===== src/rtl/tiger_lsu_pkg.sv =====
// Shared definitions for the Tiger Avalon load/store unit:
// access size encodings, FSM state type and the byteenable/lane helpers.
package tiger_lsu_pkg;

  localparam logic [1:0] SZ_BYTE = 2'b00;
  localparam logic [1:0] SZ_HALF = 2'b01;
  localparam logic [1:0] SZ_WORD = 2'b10;  // 2'b11 is also treated as a word

  typedef enum logic [1:0] {
    IDLE = 2'b00,
    CMD  = 2'b01,
    RESP = 2'b10,
    DONE = 2'b11
  } lsu_state_t;

  // Byte lanes touched by an access; the address is forced aligned to its size.
  function automatic logic [3:0] lsu_byteenable(input logic [1:0] size,
                                                input logic [1:0] addr_lo);
    logic [3:0] be;
    case (size)
      SZ_BYTE: be = 4'b0001 << addr_lo;
      SZ_HALF: be = addr_lo[1] ? 4'b1100 : 4'b0011;
      default: be = 4'b1111;
    endcase
    return be;
  endfunction

  // Replicate right-justified store data across every lane it could occupy.
  function automatic logic [31:0] lsu_replicate(input logic [1:0]  size,
                                                input logic [31:0] wdata);
    logic [31:0] wd;
    case (size)
      SZ_BYTE: wd = {4{wdata[7:0]}};
      SZ_HALF: wd = {2{wdata[15:0]}};
      default: wd = wdata;
    endcase
    return wd;
  endfunction

  // A half on an odd byte or a word off a 4-byte boundary.
  function automatic logic lsu_misaligned(input logic [1:0] size,
                                          input logic [1:0] addr_lo);
    logic mis;
    case (size)
      SZ_BYTE: mis = 1'b0;
      SZ_HALF: mis = addr_lo[0];
      default: mis = (addr_lo != 2'b00);
    endcase
    return mis;
  endfunction

endpackage


===== src/rtl/tiger_lsu_lane_align.sv =====
// Combinational load lane select: shifts the addressed byte/half down to
// bit 0 and sign- or zero-extends it to 32 bits.
module tiger_lsu_lane_align
  import tiger_lsu_pkg::*;
(
  input  logic [31:0] readdata,
  input  logic [1:0]  addr_lo,
  input  logic [1:0]  size,
  input  logic        is_signed,
  output logic [31:0] result
);

  logic [31:0] shifted;
  logic        fill;
  logic        is_byte;
  logic        is_half;

  assign is_byte = (size == SZ_BYTE);
  assign is_half = (size == SZ_HALF);

  // Move the addressed lane to the bottom; half ignores addr[0], word is unshifted.
  always_comb begin
    shifted = readdata;
    if (is_byte) begin
      shifted = readdata >> {addr_lo, 3'b000};
    end else if (is_half) begin
      shifted = readdata >> {addr_lo[1], 4'b0000};
    end
  end

  assign fill = is_signed & (is_byte ? shifted[7] : shifted[15]);

  genvar gi;
  generate
    for (gi = 0; gi < 32; gi++) begin : g_bit
      if (gi < 8) begin : g_lo
        assign result[gi] = shifted[gi];
      end else if (gi < 16) begin : g_mid
        assign result[gi] = is_byte ? fill : shifted[gi];
      end else begin : g_hi
        assign result[gi] = (is_byte | is_half) ? fill : shifted[gi];
      end
    end
  endgenerate

endmodule


===== src/rtl/tiger_avalon_lsu.sv =====
// Tiger memory-stage load/store front end onto an Avalon-MM master.
// One request at a time; registered word-aligned command, lane-replicated
// writedata, lane-extracted/extended load result, pipeline stall until done.
// Optional build macro TIGER_LSU_MISALIGN_EN: adds misalign_err and completes
// misaligned half/word requests without a bus cycle.
module tiger_avalon_lsu
  import tiger_lsu_pkg::*;
#(
  parameter int ADDR_W = 32
) (
  input  logic              clk,
  input  logic              reset,
  input  logic [ADDR_W-1:0] req_address,
  input  logic              req_read,
  input  logic              req_write,
  input  logic [31:0]       req_wdata,
  input  logic [1:0]        req_size,
  input  logic              req_signed,
  output logic              stall,
  output logic [31:0]       rdata_out,
  output logic              rdata_valid,
  output logic [ADDR_W-1:0] avm_address,
  output logic              avm_read,
  output logic              avm_write,
  output logic [31:0]       avm_writedata,
  output logic [3:0]        avm_byteenable,
  input  logic [31:0]       avm_readdata,
  input  logic              avm_waitrequest,
  input  logic              avm_readdatavalid
`ifdef TIGER_LSU_MISALIGN_EN
  ,
  output logic              misalign_err
`endif
);

  lsu_state_t        state_reg, state_next;
  logic              req_any;
  logic              misalign_hit;

  logic [1:0]        addr_lo_reg;
  logic [1:0]        size_reg;
  logic              signed_reg;
  logic              is_read_reg;
  logic [ADDR_W-1:0] avm_address_reg;
  logic [31:0]       avm_writedata_reg;
  logic [3:0]        avm_byteenable_reg;
  logic              avm_read_reg;
  logic              avm_write_reg;
  logic [31:0]       rdata_reg;
  logic [31:0]       load_result;

  assign req_any = req_read | req_write;

`ifdef TIGER_LSU_MISALIGN_EN
  logic misalign_reg;
  assign misalign_hit = lsu_misaligned(req_size, req_address[1:0]);
  assign misalign_err = (state_reg == DONE) & misalign_reg;
`else
  assign misalign_hit = 1'b0;
`endif

  tiger_lsu_lane_align u_lane_align (
    .readdata  (avm_readdata),
    .addr_lo   (addr_lo_reg),
    .size      (size_reg),
    .is_signed (signed_reg),
    .result    (load_result)
  );

  // State register.
  always_ff @(posedge clk) begin
    if (reset) begin
      state_reg <= IDLE;
    end else begin
      state_reg <= state_next;
    end
  end

  // Next-state: accept in IDLE, hand off on ~waitrequest, wait for the read data.
  always_comb begin
    state_next = state_reg;
    case (state_reg)
      IDLE: if (req_any) state_next = misalign_hit ? DONE : CMD;
      CMD:  if (!avm_waitrequest) state_next = is_read_reg ? RESP : DONE;
      RESP: if (avm_readdatavalid) state_next = DONE;
      DONE: state_next = IDLE;
      default: state_next = IDLE;
    endcase
  end

  // Request latch, registered Avalon command and load result capture.
  always_ff @(posedge clk) begin
    if (reset) begin
      addr_lo_reg        <= 2'b00;
      size_reg           <= SZ_BYTE;
      signed_reg         <= 1'b0;
      is_read_reg        <= 1'b0;
      avm_address_reg    <= '0;
      avm_writedata_reg  <= 32'h0;
      avm_byteenable_reg <= 4'h0;
      avm_read_reg       <= 1'b0;
      avm_write_reg      <= 1'b0;
      rdata_reg          <= 32'h0;
`ifdef TIGER_LSU_MISALIGN_EN
      misalign_reg       <= 1'b0;
`endif
    end else begin
      case (state_reg)
        IDLE: begin
          if (req_any) begin
            addr_lo_reg <= req_address[1:0];
            size_reg    <= req_size;
            signed_reg  <= req_signed;
            is_read_reg <= req_read;
`ifdef TIGER_LSU_MISALIGN_EN
            misalign_reg <= misalign_hit;
`endif
            if (!misalign_hit) begin
              avm_address_reg    <= {req_address[ADDR_W-1:2], 2'b00};
              avm_byteenable_reg <= lsu_byteenable(req_size, req_address[1:0]);
              avm_writedata_reg  <= lsu_replicate(req_size, req_wdata);
              avm_read_reg       <= req_read;
              avm_write_reg      <= ~req_read;
            end
          end
        end
        CMD: begin
          if (!avm_waitrequest) begin
            avm_read_reg  <= 1'b0;
            avm_write_reg <= 1'b0;
          end
        end
        RESP: begin
          if (avm_readdatavalid) begin
            rdata_reg <= load_result;
          end
        end
        default: ;
      endcase
    end
  end

  assign stall          = req_any & (state_reg != DONE);
  assign rdata_valid    = (state_reg == DONE);
  assign rdata_out      = rdata_reg;
  assign avm_address    = avm_address_reg;
  assign avm_read       = avm_read_reg;
  assign avm_write      = avm_write_reg;
  assign avm_writedata  = avm_writedata_reg;
  assign avm_byteenable = avm_byteenable_reg;

endmodule


===== config.mk =====
export PLATFORM = sky130hd
export DESIGN_NAME = tiger_avalon_lsu
export DESIGN_NICKNAME = d
export VERILOG_FILES = /design/src/rtl/tiger_lsu_pkg.sv /design/src/rtl/tiger_lsu_lane_align.sv /design/src/rtl/tiger_avalon_lsu.sv
export SDC_FILE = /design/constraint.sdc
export NUM_CORES = 1
export LEC_CHECK = 0
export BUFFER_PORTS_ARGS = -buffer_cell sky130_fd_sc_hd__buf_2
export CAP_MARGIN = 20
export CORE_MARGIN = 2
export CORE_UTILIZATION = 52
export DETAILED_ROUTE_END_ITERATION = 12
export HOLD_SLACK_MARGIN = 0.05
export PLACE_DENSITY = 0.87
export SETUP_SLACK_MARGIN = 0.05
export SLEW_MARGIN = 0
export SYNTH_ARGS = -nofsm -noshare
export SYNTH_HDL_FRONTEND = slang
export SYNTH_HIERARCHICAL = 1
export SYNTH_SLANG_ARGS = --single-unit

===== constraint.sdc =====
create_clock -name clk -period 3.97 [get_ports clk]
set_clock_uncertainty 0.05 [all_clocks]
set_input_delay 0.397 -clock clk [delete_from_list [all_inputs] [get_ports clk]]
set_output_delay 0.397 -clock clk [all_outputs]
set_load 0.02 [all_outputs]

# Word-level counts from Yosys, hierarchy flattened
# Index checks and enable logic that the tools add are counted.
# word_totals
reg_bits,108
input_bits,105
output_inout_bits,104
wordCells,76
# op_classes
n_eq_ne,9
shifts,3
mux,40
n_bitwise,5
reduce_logical,8
# ops
operator,n
$mux 32,2
$pmux 32 s2,1
$shr 32x5->32,2
$mux 1,29
$ne 2x2->1 const B,4
$pmux 2 s4,1
$pmux 4 s2,1
$eq 2x1->1 const B,3
$logic_not 2->1,3
$mux 2,3
$reduce_and 3->1,2
$eq 2x2->1 const B,2
$mux 4,1
$pmux 1 s2,2
$reduce_and 2->1,2
$shl 1x2->4 const A,1
$and 1x1->1,2
$or 1x1->1,2
$reduce_bool 2->1,1
$not 1->1,1

# Depth between registers and ports, before layout
# depth
ltp_word,6
ltp_mapped,8

# By module
# Netlist, hierarchy kept.
# modules_own_cells
module,instances,cells_per_inst,area_per_inst_um2,seq_area_each_um2
tiger_avalon_lsu,1,525,4269.1,2162.1
tiger_lsu_lane_align,1,105,827.0,0.0

# Least setup slack after synthesis
# No wires, ideal clock.
# synth_path
path_kind,reg-to-reg
startpoint,register addr_lo_reg[0]
endpoint,"register rdata_reg[18], in the netlist rdata_out[18]"
setup_time_ns,0.132
arrival_time_ns,1.494
required_time_ns,3.788
path_slack_ns,2.294
path_stages_with_launch,8
period_less_slack_ns,1.676
cell_sequence,dfxtp_1 mux2_2 a22oi_4 a31oi_4 buf_6 a21o_1 nand2_1 a21oi_1
# synth_between
elab_chain_len,5
# synth_lines
item,line,text
from (decl),tiger_avalon_lsu.sv:40,logic [1:0] addr_lo_reg;
from (signal assigned),tiger_avalon_lsu.sv:111,addr_lo_reg <= req_address[1:0];
$shr 32x5->32 (*),tiger_lsu_lane_align.sv:25,"shifted = readdata >> {addr_lo, 3'b000};"
$mux 32 (*),tiger_lsu_lane_align.sv:24,if (is_byte) begin
$mux 1,tiger_lsu_lane_align.sv:31,assign fill = is_signed & (is_byte ? shifted[7] : shifted[15]);
$and 1x1->1,tiger_lsu_lane_align.sv:31,
$mux 1 (*),tiger_lsu_lane_align.sv:41,assign result[gi] = (is_byte | is_half) ? fill : shifted[gi];
via load_result[18],tiger_avalon_lsu.sv:50,logic [31:0] load_result;
to (signal assigned),tiger_avalon_lsu.sv:135,rdata_reg <= load_result;
to (decl),tiger_avalon_lsu.sv:49,logic [31:0] rdata_reg;
# The timed path passes the listed nets; every way through them passes the cells marked *.
# A chain may end at the register's enable or synchronous reset.

# Final worst setup path
# layout_path
startpoint,register state_reg[0]
endpoint,"register avm_address_reg[3], in the netlist avm_address[3]"
# layout_between
elab_chain_len,2
# layout_lines
item,line,text
from (decl),tiger_avalon_lsu.sv:36,"lsu_state_t state_reg, state_next;"
from (signal assigned),tiger_avalon_lsu.sv:75,state_reg <= state_next;
$logic_not 2->1,tiger_avalon_lsu.sv:108,case (state_reg)
$reduce_and 2->1 (no line),--,
to (signal assigned),tiger_avalon_lsu.sv:119,"avm_address_reg <= {req_address[ADDR_W-1:2], 2'b00};"
to (decl),tiger_avalon_lsu.sv:44,logic [ADDR_W-1:0] avm_address_reg;
# No other way between the ends.

==> results.json <==
{
  "rsz0062_at_grt": "false",
  "routabilityCongestion": 0.958,
  "yosysUniqueCellTypes": 48,
  "switching_share_pct": 42.9,
  "numCtsBuffers": 9,
  "track_usage_pct": 26.1,
  "clkPwrFrac_pct": 17.6,
  "antenna_found_initial": 0,
  "firstDrtPassIters": 5,
  "r2r_end": "avm_address[3]$_SDFFE_PP0P_",
  "coreArea_um2": 9640,
  "final-hold-violation-count": 0,
  "combPwrFrac_pct": 44.4,
  "critPathLaunch": "state_reg[0]$_SDFFE_PP0P_",
  "synth-seq-cells": 108,
  "clk_latency_ns": 0.37,
  "grt_pass1_wl_mm": 22.0,
  "cts_resized": 0,
  "wire_per_inst_um": 15.5,
  "top_usage_layer": "met2",
  "crit_path_max_fanout": 59,
  "yosysWarnings": 6,
  "hpwl_mm": 10.4,
  "power.internal_mw": 2.28,
  "h-tree-depth": 3,
  "layout_commonest_cell": "buf_2",
  "wl_mm": 14.5,
  "async_reset_ff_share_pct": 0,
  "multiInputGateArea_um2": 2650,
  "min_period_over_period_pct": 61.7,
  "postCtsHoldBufs": 0,
  "cts.path.max_buffers": 2,
  "worstSetupPathType": "reg -> reg",
  "p_total_mw": 3.99,
  "seqPwrFrac_pct": 38.0,
  "finalSetupTns_ns": 0,
  "slew_headroom_pct": 28.2,
  "ir_worst_vdd_uv": 465,
  "ys.flop_type": "dfxtp_1",
  "n_antenna_cell": 0,
  "cts.sinks": 108,
  "ff2ff_setup_slack_ns": 1.52,
  "grt_pass1_vias": 4722,
  "seq_area_frac_synth_pct": 42.4,
  "p_leak_nw": 2.92,
  "regArea_um2": 2160,
  "grt_overflow": 0,
  "run_status": "finished, final reports clean",
  "layout-drive-gt1-share_pct": 31.5,
  "power_density_nw_per_um2": 633,
  "tightest_slew_ns": 1.08,
  "num_io_pins": 209,
  "most-common-layout-cells": "205 x buf_2, 171 x nand2_1, 108 x dfxtp_1, 91 x a21oi_1, 24 x nor2_1",
  "drv_cap": 0,
  "area_growth_pct": 23.6,
  "ant_nets": 0,
  "syn_avg_cell_area_um2": 8.09,
  "cts_tree": "built",
  "fillers": 874,
  "drtIter0Drc": 232,
  "synth_edf_count": 0,
  "post_cts_buffers": 0,
  "drc": 0,
  "syn_area_um2": 5100,
  "dieArea_um2": 10600,
  "die_height_um": 103,
  "vias": 5155,
  "use_met1_pct": 31.8,
  "period_needed_ns": 2.45,
  "rr_startpoint": "state_reg[0]$_SDFFE_PP0P_",
  "drv_slew": 0,
  "hold_path_class": "in -> reg",
  "cp-start-kind": "flop",
  "grt_start_max_net_pins": 109,
  "fin_nets": 909,
  "use_met3_pct": 5.97,
  "cts_root_buf": "clkbuf_8",
  "worstRegToRegCells": 6,
  "fp-row-count": 36,
  "port_buffers": 206,
  "switchingPower_mw": 1.71,
  "cp.required_ns": 4.20,
  "endpoint": "avm_address[3]$_SDFFE_PP0P_",
  "synthesis.instances": 630,
  "clk_pin_slew_ns": 0.11,
  "finalSetupViolCount": 0,
  "final_util_pct": 65.4,
  "worst_setup_path_end_kind": "flop",
  "max_freq_ghz": 0.408,
  "die_w_um": 103,
  "met2_usage_pct": 44.6,
  "arrival_ns": 2.68,
  "start_util_pct": 52.9,
  "via_per_inst": 5.50
}
-- how the worst min path moves through the flow --
| stage | start | to | depth (start not counted) |
|---|---|---|---|
| after floorplan | is_read_reg$_SDFFE_PP0P_ | is_read_reg$_SDFFE_PP0P_ | 2 |
| after global placement | rdata_out[13]$_SDFFE_PP0P_ | rdata_out[13]$_SDFFE_PP0P_ | 2 |
| after detailed placement | avm_writedata[31]$_SDFFE_PP0P_ | avm_writedata[31]$_SDFFE_PP0P_ | 2 |
| after CTS | req_signed | signed_reg$_SDFFE_PP0P_ | 3 |
| after global routing | req_address[28] | avm_address[28]$_SDFFE_PP0P_ | 3 |
| final | req_address[20] | avm_address[20]$_SDFFE_PP0P_ | 3 |
-- worst max-delay path, stage by stage (launching register included) --
cell	delay, ns
dfxtp_1	0.36
inv_1	0.14
ha_1	0.33
o21a_2	0.88
buf_4	0.33
nand2_1	0.08
a21oi_1	0.16
-- power groups by stage --
stage	registers [mW]	clock network (mW)	logic, mW
finish	1.52	0.701	1.77
global route	1.55	0.759	1.95
CTS	1.51	0.720	1.76
detailed placement	1.53	0	1.75
global placement	1.52	0	1.69
floorplan	1.76	0	1.06
-- area by class of cell --
cell class	count	area share [%]
Multi-Input combinational cell	464	42.1
Inverter	4	0.238
Clock buffer	9	1.97
Tap cell	133	2.64
Timing Repair Buffer	212	17.4
Clock inverter	7	1.31
Sequential cell	108	34.3
-- Yosys cell counts, types with 3 or more instances --
master | n | area, um^2
a211oi_1 | 13 | 97.6
a21oi_1 | 91 | 455
inv_1 | 4 | 15.0
mux2_2 | 14 | 158
a221oi_1 | 3 | 26.3
a311oi_1 | 8 | 70.1
nor2_1 | 24 | 90.1
dfxtp_1 | 108 | 2160
buf_2 | 20 | 100
nand3_1 | 3 | 15.0
clkbuf_1 | 24 | 90.1
a21o_1 | 16 | 120
o311ai_0 | 4 | 35.0
nor2b_1 | 12 | 75.1
buf_4 | 8 | 60.1
a22oi_1 | 8 | 60.1
nand2_1 | 171 | 642
ha_1 | 5 | 62.6
a22o_1 | 7 | 61.3
o21ai_0 | 10 | 50.1
nand2b_1 | 17 | 106
mux2i_1 | 10 | 100
buf_6 | 3 | 33.8
nor3_1 | 5 | 25.0
o211ai_1 | 8 | 60.1
a221o_1 | 7 | 70.1
-- routing by layer --
metal	share of wire (%)	up-vias
li1	-	2506
met1	40	2394
met2	50	226
met3	7.9	29
met4	2.4	0
met5	0	-
-- metrics by stage --
stage	setup slack (ns)	cell area, um^2	cells	hold WS [ns]
global route	1.28	6300	937	0.201
detailed placement	1.56	6070	920	0.393
CTS	1.53	6270	936	0.185
global placement	1.70	6070	920	0.389
finish	1.52	6300	937	0.201
floorplan	2.29	5100	631	0.387
-- cell families after synthesis --
family	synth area share, %
adders and majority gates	1.23
DFF	42.4
and+or+nand+nor	20.9
buffers and inverters	5.87
muxes	5.50
AOI/OAI and AO/OA	24.0
other	0.0736
No activity file was read; power rests on OpenSTA's default activity.
